[config.mk]
export PLATFORM = sky130hd
export DESIGN_NAME = change_dispenser_flat
export DESIGN_NICKNAME = d
export VERILOG_FILES = /design/src/rtl/change_dispenser_if.sv /design/src/rtl/change_dispenser.sv /design/src/flat_wrapper.sv
export SDC_FILE = /design/constraint.sdc
export NUM_CORES = 1
export LEC_CHECK = 0
export ABC_AREA = 1
export CAP_MARGIN = 20
export CELL_PAD_IN_SITES_DETAIL_PLACEMENT = 1
export CELL_PAD_IN_SITES_GLOBAL_PLACEMENT = 2
export CORE_ASPECT_RATIO = 1.2
export CORE_MARGIN = 2
export CORE_UTILIZATION = 27
export DETAILED_ROUTE_END_ITERATION = 8
export PLACE_DENSITY_LB_ADDON = 0.3
export SLEW_MARGIN = 30
export SYNTH_ARGS = -nofsm -noshare
export SYNTH_HDL_FRONTEND = slang
export SYNTH_SLANG_ARGS = --single-unit
[constraint.sdc]
create_clock -name clk -period 2.3 [get_ports clk]
set_clock_uncertainty 0.05 [all_clocks]
set_input_delay 0.46 -clock clk [delete_from_list [all_inputs] [get_ports clk]]
set_output_delay 0.46 -clock clk [all_outputs]
set_load 0.01 [all_outputs]
[src/rtl/change_dispenser_if.sv]
// Request/hopper bundle for change_dispenser: the master is the vending side and hopper,
// and the slave is the dispenser itself.
interface change_dispenser_if;
  logic       change_valid;
  logic [7:0] change_amount;
  logic       change_ready;
  logic [2:0] eject;
  logic       hopper_ack;
  logic       done;
  logic [4:0] remaining;
  logic       fault;
  logic [7:0] q_count;
  logic [7:0] d_count;
  logic [7:0] n_count;

  modport master (
    output change_valid, change_amount, hopper_ack,
    input  change_ready, eject, done, remaining, fault, q_count, d_count, n_count
  );

  modport slave (
    input  change_valid, change_amount, hopper_ack,
    output change_ready, eject, done, remaining, fault, q_count, d_count, n_count
  );
endinterface

[src/rtl/change_dispenser.sv]
// Greedy BCD change dispenser: it pays quarters, dimes and nickels one coin at a time
// with a pulse/ack hopper handshake. Define CHANGE_DISP_COUNT_EN to build the coin counters.
module change_dispenser #(
  parameter int PULSE_CYCLES = 4,
  parameter int ACK_TIMEOUT  = 255
) (
  input logic clk,
  input logic reset_n,
  change_dispenser_if.slave bus
);

  typedef enum logic [2:0] {IDLE, SELECT, PULSE, WAIT_ACK, FAULT} state_t;

  localparam logic [3:0] PULSE_LAST   = 4'(PULSE_CYCLES - 1);
  localparam logic [7:0] TIMEOUT_LAST = 8'(ACK_TIMEOUT - 1);

  state_t     state;
  logic [2:0] coin;
  logic [2:0] eject;
  logic [3:0] pulse_cnt;
  logic [7:0] ack_timer;
  logic [4:0] remaining;
  logic       ready;
  logic       done;
  logic       fault;

  logic [3:0] tens;
  logic [3:0] units;
  logic       amount_legal;
  logic [4:0] amount_nickels;
  logic [2:0] next_coin;
  logic [4:0] coin_value;
  logic [4:0] remaining_next;
  logic       ack_accepted;

  assign tens           = bus.change_amount[7:4];
  assign units          = bus.change_amount[3:0];
  assign amount_legal   = (tens <= 4'd9) && ((units == 4'd0) || (units == 4'd5));
  assign amount_nickels = {tens, 1'b0} + {4'd0, (units == 4'd5)};
  assign ack_accepted   = (state == WAIT_ACK) && bus.hopper_ack;

  always_comb begin
    next_coin = 3'b001;
    if (remaining >= 5'd5)
      next_coin = 3'b100;
    else if (remaining >= 5'd2)
      next_coin = 3'b010;
  end

  always_comb begin
    coin_value = 5'd1;
    case (coin)
      3'b100:  coin_value = 5'd5;
      3'b010:  coin_value = 5'd2;
      default: coin_value = 5'd1;
    endcase
  end

  assign remaining_next = remaining - coin_value;

  // Eject is registered with the async reset so a reset cuts the hopper drive at once.
  always_ff @(posedge clk or negedge reset_n) begin
    if (!reset_n) begin
      state     <= IDLE;
      coin      <= 3'b000;
      eject     <= 3'b000;
      pulse_cnt <= 4'd0;
      ack_timer <= 8'd0;
      remaining <= 5'd0;
      ready     <= 1'b1;
      done      <= 1'b0;
      fault     <= 1'b0;
    end else begin
      done <= 1'b0;
      case (state)
        IDLE: begin
          if (bus.change_valid) begin
            if (!amount_legal) begin
              fault <= 1'b1;
            end else if (amount_nickels == 5'd0) begin
              remaining <= 5'd0;
              done      <= 1'b1;
            end else begin
              remaining <= amount_nickels;
              ready     <= 1'b0;
              state     <= SELECT;
            end
          end
        end
        SELECT: begin
          coin      <= next_coin;
          eject     <= next_coin;
          pulse_cnt <= 4'd0;
          state     <= PULSE;
        end
        PULSE: begin
          if (pulse_cnt == PULSE_LAST) begin
            eject     <= 3'b000;
            ack_timer <= 8'd0;
            state     <= WAIT_ACK;
          end else begin
            pulse_cnt <= pulse_cnt + 4'd1;
          end
        end
        WAIT_ACK: begin
          if (ack_accepted) begin
            remaining <= remaining_next;
            if (remaining_next == 5'd0) begin
              done  <= 1'b1;
              ready <= 1'b1;
              state <= IDLE;
            end else begin
              state <= SELECT;
            end
          end else if (ack_timer == TIMEOUT_LAST) begin
            fault <= 1'b1;
            state <= FAULT;
          end else begin
            ack_timer <= ack_timer + 8'd1;
          end
        end
        FAULT: begin
          eject <= 3'b000;
          ready <= 1'b0;
          fault <= 1'b1;
        end
        default: state <= IDLE;
      endcase
    end
  end

  assign bus.change_ready = ready;
  assign bus.eject        = eject;
  assign bus.done         = done;
  assign bus.remaining    = remaining;
  assign bus.fault        = fault;

`ifdef CHANGE_DISP_COUNT_EN
  logic [7:0] q_cnt;
  logic [7:0] d_cnt;
  logic [7:0] n_cnt;

  // Counters saturate rather than wrap so a long-running total never looks small.
  always_ff @(posedge clk or negedge reset_n) begin
    if (!reset_n) begin
      q_cnt <= 8'd0;
      d_cnt <= 8'd0;
      n_cnt <= 8'd0;
    end else if (ack_accepted) begin
      case (coin)
        3'b100:  if (q_cnt != 8'hFF) q_cnt <= q_cnt + 8'd1;
        3'b010:  if (d_cnt != 8'hFF) d_cnt <= d_cnt + 8'd1;
        default: if (n_cnt != 8'hFF) n_cnt <= n_cnt + 8'd1;
      endcase
    end
  end

  assign bus.q_count = q_cnt;
  assign bus.d_count = d_cnt;
  assign bus.n_count = n_cnt;
`else
  assign bus.q_count = 8'd0;
  assign bus.d_count = 8'd0;
  assign bus.n_count = 8'd0;
`endif

endmodule
[src/flat_wrapper.sv]
// flat-port wrapper written by rule: the top's interface ports become plain ports
module change_dispenser_flat 
#(
  parameter int PULSE_CYCLES = 4,
  parameter int ACK_TIMEOUT  = 255
)
  (clk, reset_n, bus_change_valid, bus_change_amount, bus_hopper_ack, bus_change_ready, bus_eject, bus_done, bus_remaining, bus_fault, bus_q_count, bus_d_count, bus_n_count);
  change_dispenser_if bus_i ();
  input logic clk;
  input logic reset_n;
  input wire logic [$bits(bus_i.change_valid)-1:0] bus_change_valid;
  input wire logic [$bits(bus_i.change_amount)-1:0] bus_change_amount;
  input wire logic [$bits(bus_i.hopper_ack)-1:0] bus_hopper_ack;
  output wire logic [$bits(bus_i.change_ready)-1:0] bus_change_ready;
  output wire logic [$bits(bus_i.eject)-1:0] bus_eject;
  output wire logic [$bits(bus_i.done)-1:0] bus_done;
  output wire logic [$bits(bus_i.remaining)-1:0] bus_remaining;
  output wire logic [$bits(bus_i.fault)-1:0] bus_fault;
  output wire logic [$bits(bus_i.q_count)-1:0] bus_q_count;
  output wire logic [$bits(bus_i.d_count)-1:0] bus_d_count;
  output wire logic [$bits(bus_i.n_count)-1:0] bus_n_count;
  assign bus_i.change_valid = bus_change_valid;
  assign bus_i.change_amount = bus_change_amount;
  assign bus_i.hopper_ack = bus_hopper_ack;
  assign bus_change_ready = bus_i.change_ready;
  assign bus_eject = bus_i.eject;
  assign bus_done = bus_i.done;
  assign bus_remaining = bus_i.remaining;
  assign bus_fault = bus_i.fault;
  assign bus_q_count = bus_i.q_count;
  assign bus_d_count = bus_i.d_count;
  assign bus_n_count = bus_i.n_count;
  change_dispenser #(.PULSE_CYCLES(PULSE_CYCLES), .ACK_TIMEOUT(ACK_TIMEOUT)) u_core (.clk(clk), .reset_n(reset_n), .bus(bus_i));
endmodule
Word level (Yosys, flattened, before mapping)
Cells that the tools add are included.
W data, S select, Z words.
{"block": "word_totals", "ff_bits": 29, "in_bits": 12, "out_inout_bits": 35}
{"block": "classes", "addsub": 4, "order_cmp": 3, "n_eq_ne": 21, "n_mux": 41, "bitwise_logic": 1, "reduce_logical": 19}
{"cell": "$mux W3", "n": 8}
{"cell": "$mux W8", "n": 3}
{"cell": "$mux W5", "n": 4}
{"cell": "$ne A2 B2 Y1 const B", "n": 8}
{"cell": "$pmux W8 S2", "n": 1}
{"cell": "$mux W1", "n": 15}
{"cell": "$pmux W3 S5", "n": 1}
{"cell": "$reduce_and A6 Y1", "n": 2}
{"cell": "$logic_not A5 Y1", "n": 2}
{"cell": "$pmux W5 S2", "n": 1}
{"cell": "$eq A3 B2 Y1 const B", "n": 3}
{"cell": "$pmux W3 S3", "n": 1}
{"cell": "$add A8 B1 Y8 const B", "n": 1}
{"cell": "$eq A8 B8 Y1 const B", "n": 1}
{"cell": "$pmux W4 S2", "n": 1}
{"cell": "$reduce_and A4 Y1", "n": 2}
{"cell": "$eq A3 B3 Y1 const B", "n": 2}
{"cell": "$ne A2 B1 Y1 const B", "n": 3}
{"cell": "$pmux W1 S3", "n": 2}
{"cell": "$pmux W3 S2", "n": 1}
{"cell": "$reduce_bool A2 Y1", "n": 3}
{"cell": "$reduce_bool A3 Y1", "n": 2}
{"cell": "$add A5 B1 Y5", "n": 1}
{"cell": "$ge A5 B2 Y1 const B", "n": 1}
{"cell": "other kinds (18)", "n": 20}

Longest topological paths before layout
{"block": "logic_depth", "word_depth": 7, "mapped_depth": 16}

Worst setup path before layout
No wires, ideal clock.
{"block": "synth_path", "kind": "reg2reg", "start": "register u_core.coin[2]", "end": "register u_core.state[0]", "setup_time_ns": 0.119, "arrival_ns": 1.675, "required_ns": 2.131, "slack_ns": 0.456, "stages_incl_launch_ff": 16, "path_buffers": 0, "cell_sequence": "dfrtp_1 inv_1 nand3_1 ha_1 inv_1 fa_1 inv_1 nand2_1 nor2_1 nand2_1 inv_1 nand2_1 nand2_1 nand2_1 nand2_1 nand2_1"}
{"block": "synth_between", "elab_chain_len": 7, "elab_cells_between_ends": 8}
{"item": "start: declaration", "line": "change_dispenser.sv:18", "rtl": "logic [2:0] coin;"}
{"item": "start signal: assignment", "line": "change_dispenser.sv:91", "rtl": "coin <= next_coin;"}
{"item": "$eq A3 B2 Y1 / $eq A3 B3 Y1 (equally long branches)", "line": "change_dispenser.sv:52", "rtl": "case (coin)"}
{"item": "$pmux W3 S2 (*)", "line": "change_dispenser.sv:52"}
{"item": "$sub A5 B3 Y5 (*)", "line": "change_dispenser.sv:59", "rtl": "assign remaining_next = remaining - coin_value;"}
{"item": "$logic_not A5 Y1 (*)", "line": "change_dispenser.sv:108", "rtl": "if (remaining_next == 5'd0) begin"}
{"item": "$mux W1 (*)", "line": "change_dispenser.sv:108"}
{"item": "$mux W3 (*)", "line": "change_dispenser.sv:106", "rtl": "if (ack_accepted) begin"}
{"item": "$pmux W3 S5 (*)", "line": "change_dispenser.sv:75", "rtl": "case (state)"}
{"item": "end signal: assignment", "line": "change_dispenser.sv:111", "rtl": "state <= IDLE;"}
{"item": "end signal: assignment", "line": "change_dispenser.sv:113", "rtl": "state <= SELECT;"}
{"item": "end signal: assignment", "line": "change_dispenser.sv:117", "rtl": "state <= FAULT;"}
{"item": "end: declaration", "line": "change_dispenser.sv:17", "rtl": "state_t state;"}
Every way passes the cells marked *; elsewhere a longest branch is shown, timed or not.
A chain may end at the register's enable or synchronous reset.

Worst setup path in the final report
Same ends and word-level chain as after synthesis.

==> flow_summary.json <==
{
  "htreeDepth": 2,
  "synth_top_area_frac": 0.359,
  "routed_wl_mm": 4.81,
  "overflow": 0,
  "yosys_warnings": 0,
  "met1_usage": 0.156,
  "drv_slew": 0,
  "synthCells": 273,
  "yosysTopAreaCell": "dfrtp_1",
  "numCtsBuffers": 5,
  "max_cap_violations": 0,
  "max_stage_delay_ns": 0.47,
  "routabilityCongestion": 0.751,
  "first_pass_iters": 4,
  "post-route-period-util": 0.889,
  "synth_cell_types": 28,
  "cts_sinks": 29,
  "power_density_nw_per_um2": 459,
  "drc": 0,
  "detail_route.iter0.violations": 16,
  "status": "completed",
  "via_per_inst": 4.41,
  "cp_common_cell": "nand2_1",
  "met3_usage": 0.0251,
  "clkLatencyLatePin_ns": 0.28,
  "critPathKind": "flop to flop",
  "final_antenna_net_count": 0,
  "cts_resized": 0,
  "hold_viol": 0,
  "required_ns": 2.42,
  "p_leak_uw": 0.00117,
  "ys_seq_area_frac": 0.372,
  "setup_viol": 0,
  "insertedDiodeCount": 0,
  "track_usage": 0.129,
  "grt_pass1_wl_mm": 8.05,
  "die_h_microns": 97.2,
  "dp_hpwl_mm": 3.81,
  "die_w_microns": 81.6,
  "netlist_top_cells_area": "dfrtp_1 (36%), nand2_1 (14%), buf_4 (9.2%)",
  "final_cell_mix": "nand2_1 (74), inv_1 (33), dfrtp_1 (28), nand3_1 (26), conb_1 (24)",
  "cp-startpoint": "u_core.coin[2]",
  "first_global_vias": 1770,
  "die-area_sq_um": 7930,
  "cts_hold_buf": 0,
  "antenna_found_initial": 0,
  "fin_tns_setup_ns": 0,
  "rsz0062_at_grt": "no",
  "io_pins": 47,
  "row_count": 33,
  "fmax_ghz": 0.489,
  "area_growth_pct": 17.6,
  "grt_max_degree": 30,
  "crit_arrival_ns": 2.17,
  "drive_gt1_frac": 0.0918,
  "cp_cell_sequence": "inv_1 -> nand3_1 -> ha_1 -> inv_1 -> fa_1 -> nand2_1 -> nand3_1 -> nand2_1 -> nand2_1 -> inv_1 -> nand2_1 -> nand2_1 -> nand2_1 -> nand2_1 -> nand2_1",
  "final_common_cell": "nand2_1",
  "cts.clk_slew.worst_paths_ns": 0.07,
  "use_met2": 0.230,
  "cpLargestDelayFamily": "simple AND/OR/NAND/NOR gates",
  "vias": 1727,
  "avgSynthCellArea_sq_um": 7.15,
  "clock_path_buffers": 2,
  "hold_path.class": "flop to flop",
  "startpoint_type": "flop",
  "portBuffers": 22,
  "core_area_sq_um": 6940,
  "r2r-start": "u_core.coin[2]",
  "utilization": 0.331,
  "period_minus_slack_ns": 2.04,
  "cp_slowest_cell": "fa_1",
  "worst-path-buf-inv": 3,
  "cts_root_buf": "clkbuf_8",
  "synth-seq-cells": 29,
  "grt.busiest_layer": "met2",
  "ir_worst_vdd_mv": 0.219,
  "post_cts_buffers": 0,
  "worst_pin_slew_ns": 0.495,
  "nFillCells": 875,
  "min_from": "u_core.bus.eject[2]",
  "netlist_area_sq_um": 1950,
  "crit_fanout": 3,
  "slew_headroom": 0.668,
  "start_util": 0.282,
  "nets": 323,
  "cp-end-kind": "flop",
  "wl_per_cell_microns": 12.3,
  "cts_tree": "done"
}
registers in the layout, summed over array words and instances, names as in the netlist:
name / cells
u_core.ack_timer: 8
u_core.bus.change_ready: 1
u_core.bus.done: 1
u_core.bus.eject: 3
u_core.bus.fault: 1
u_core.bus.remaining: 5
u_core.coin: 3
u_core.pulse_cnt: 4
u_core.state: 3
tightest hold or removal path: cells and delay by family, from the launching register on:
family           cells  cell delay (ns)
AND/OR/NAND/NOR      2             0.10
flip-flops           1             0.34
final cells by class:
cell class	count	area (sq um)	area share
Clock buffer	6	72.6	0.0316
Clock inverter	2	10.0	0.00436
Inverter	38	143	0.0621
Multi-Input combinational cell	204	986	0.429
Sequential cell	29	727	0.316
Tap cell	87	109	0.0474
Timing Repair Buffer	26	250	0.109
synthesized netlist by cell type:
| library cell | number |
|---|---|
| fa_1 | 1 |
| nor2_2 | 3 |
| nand4_1 | 1 |
| nand2_2 | 4 |
| o21ai_1 | 2 |
| ha_1 | 6 |
| clkbuf_1 | 1 |
| dfrtp_1 | 28 |
| o21bai_1 | 1 |
| nor3_2 | 1 |
| buf_4 | 24 |
| nand2_1 | 74 |
| nor3_1 | 1 |
| nor2_1 | 21 |
| and3_1 | 1 |
| conb_1 | 1 |
| a31o_2 | 1 |
| o22ai_1 | 2 |
| o21ai_0 | 21 |
| inv_1 | 33 |
| xor2_1 | 4 |
| a21o_1 | 1 |
| nand3_2 | 2 |
| a21oi_1 | 6 |
| nor4_1 | 1 |
| nand3_1 | 26 |
| inv_2 | 5 |
| dfstp_2 | 1 |
path summary, 6_finish.rpt:
kind / depth (start not counted) / slack, ns / end
worst max-delay path: 15 / 0.26 / u_core.state[0]
max in group asynchronous: 2 / 1.35 / u_core.bus.change_ready
worst max register to register: 15 / 0.26 / u_core.state[0]
worst min register to register: 2 / 0.42 / u_core.bus.eject[2]
worst min-delay path: 2 / 0.42 / u_core.bus.eject[2]
min in group asynchronous: 2 / 0.53 / u_core.pulse_cnt[1]
cell families after synthesis:
kind of cell | share of synthesized area
and+or+nand+nor | 0.299
buffers and inverters | 0.167
AOI/OAI and AO/OA | 0.0929
DFF | 0.372
adders and majority gates | 0.0487
xor gates and xnor gates | 0.0179
other | 0.00192
through the flow:
| stage | power, uW | hold WS, ns | setup WS [ns] | area, sq um | instances |
|---|---|---|---|---|---|
| finish | 1050 | 0.424 | 0.256 | 2300 | 392 |
| global route | 1110 | 0.450 | 0.0121 | 2300 | 392 |
| CTS | 1080 | 0.429 | 0.200 | 2290 | 391 |
| detailed placement | 646 | 0.416 | 0.215 | 2210 | 383 |
| global placement | 646 | 0.408 | 0.226 | 2210 | 383 |
| floorplan | 618 | 0.114 | 0.456 | 2040 | 296 |
report_power, final:
part           switching (uW)  internal, uW
registers                5.36           515
logic                    71.2          46.4
clock network             207           209
total                     283           771
per-layer routing:
layer	vias to the layer above	part of all wire
met5	-	0
met4	0	0.012
met3	6	0.029
met2	26	0.54
met1	815	0.42
li1	880	-
Power figures use the tool's default switching activity.
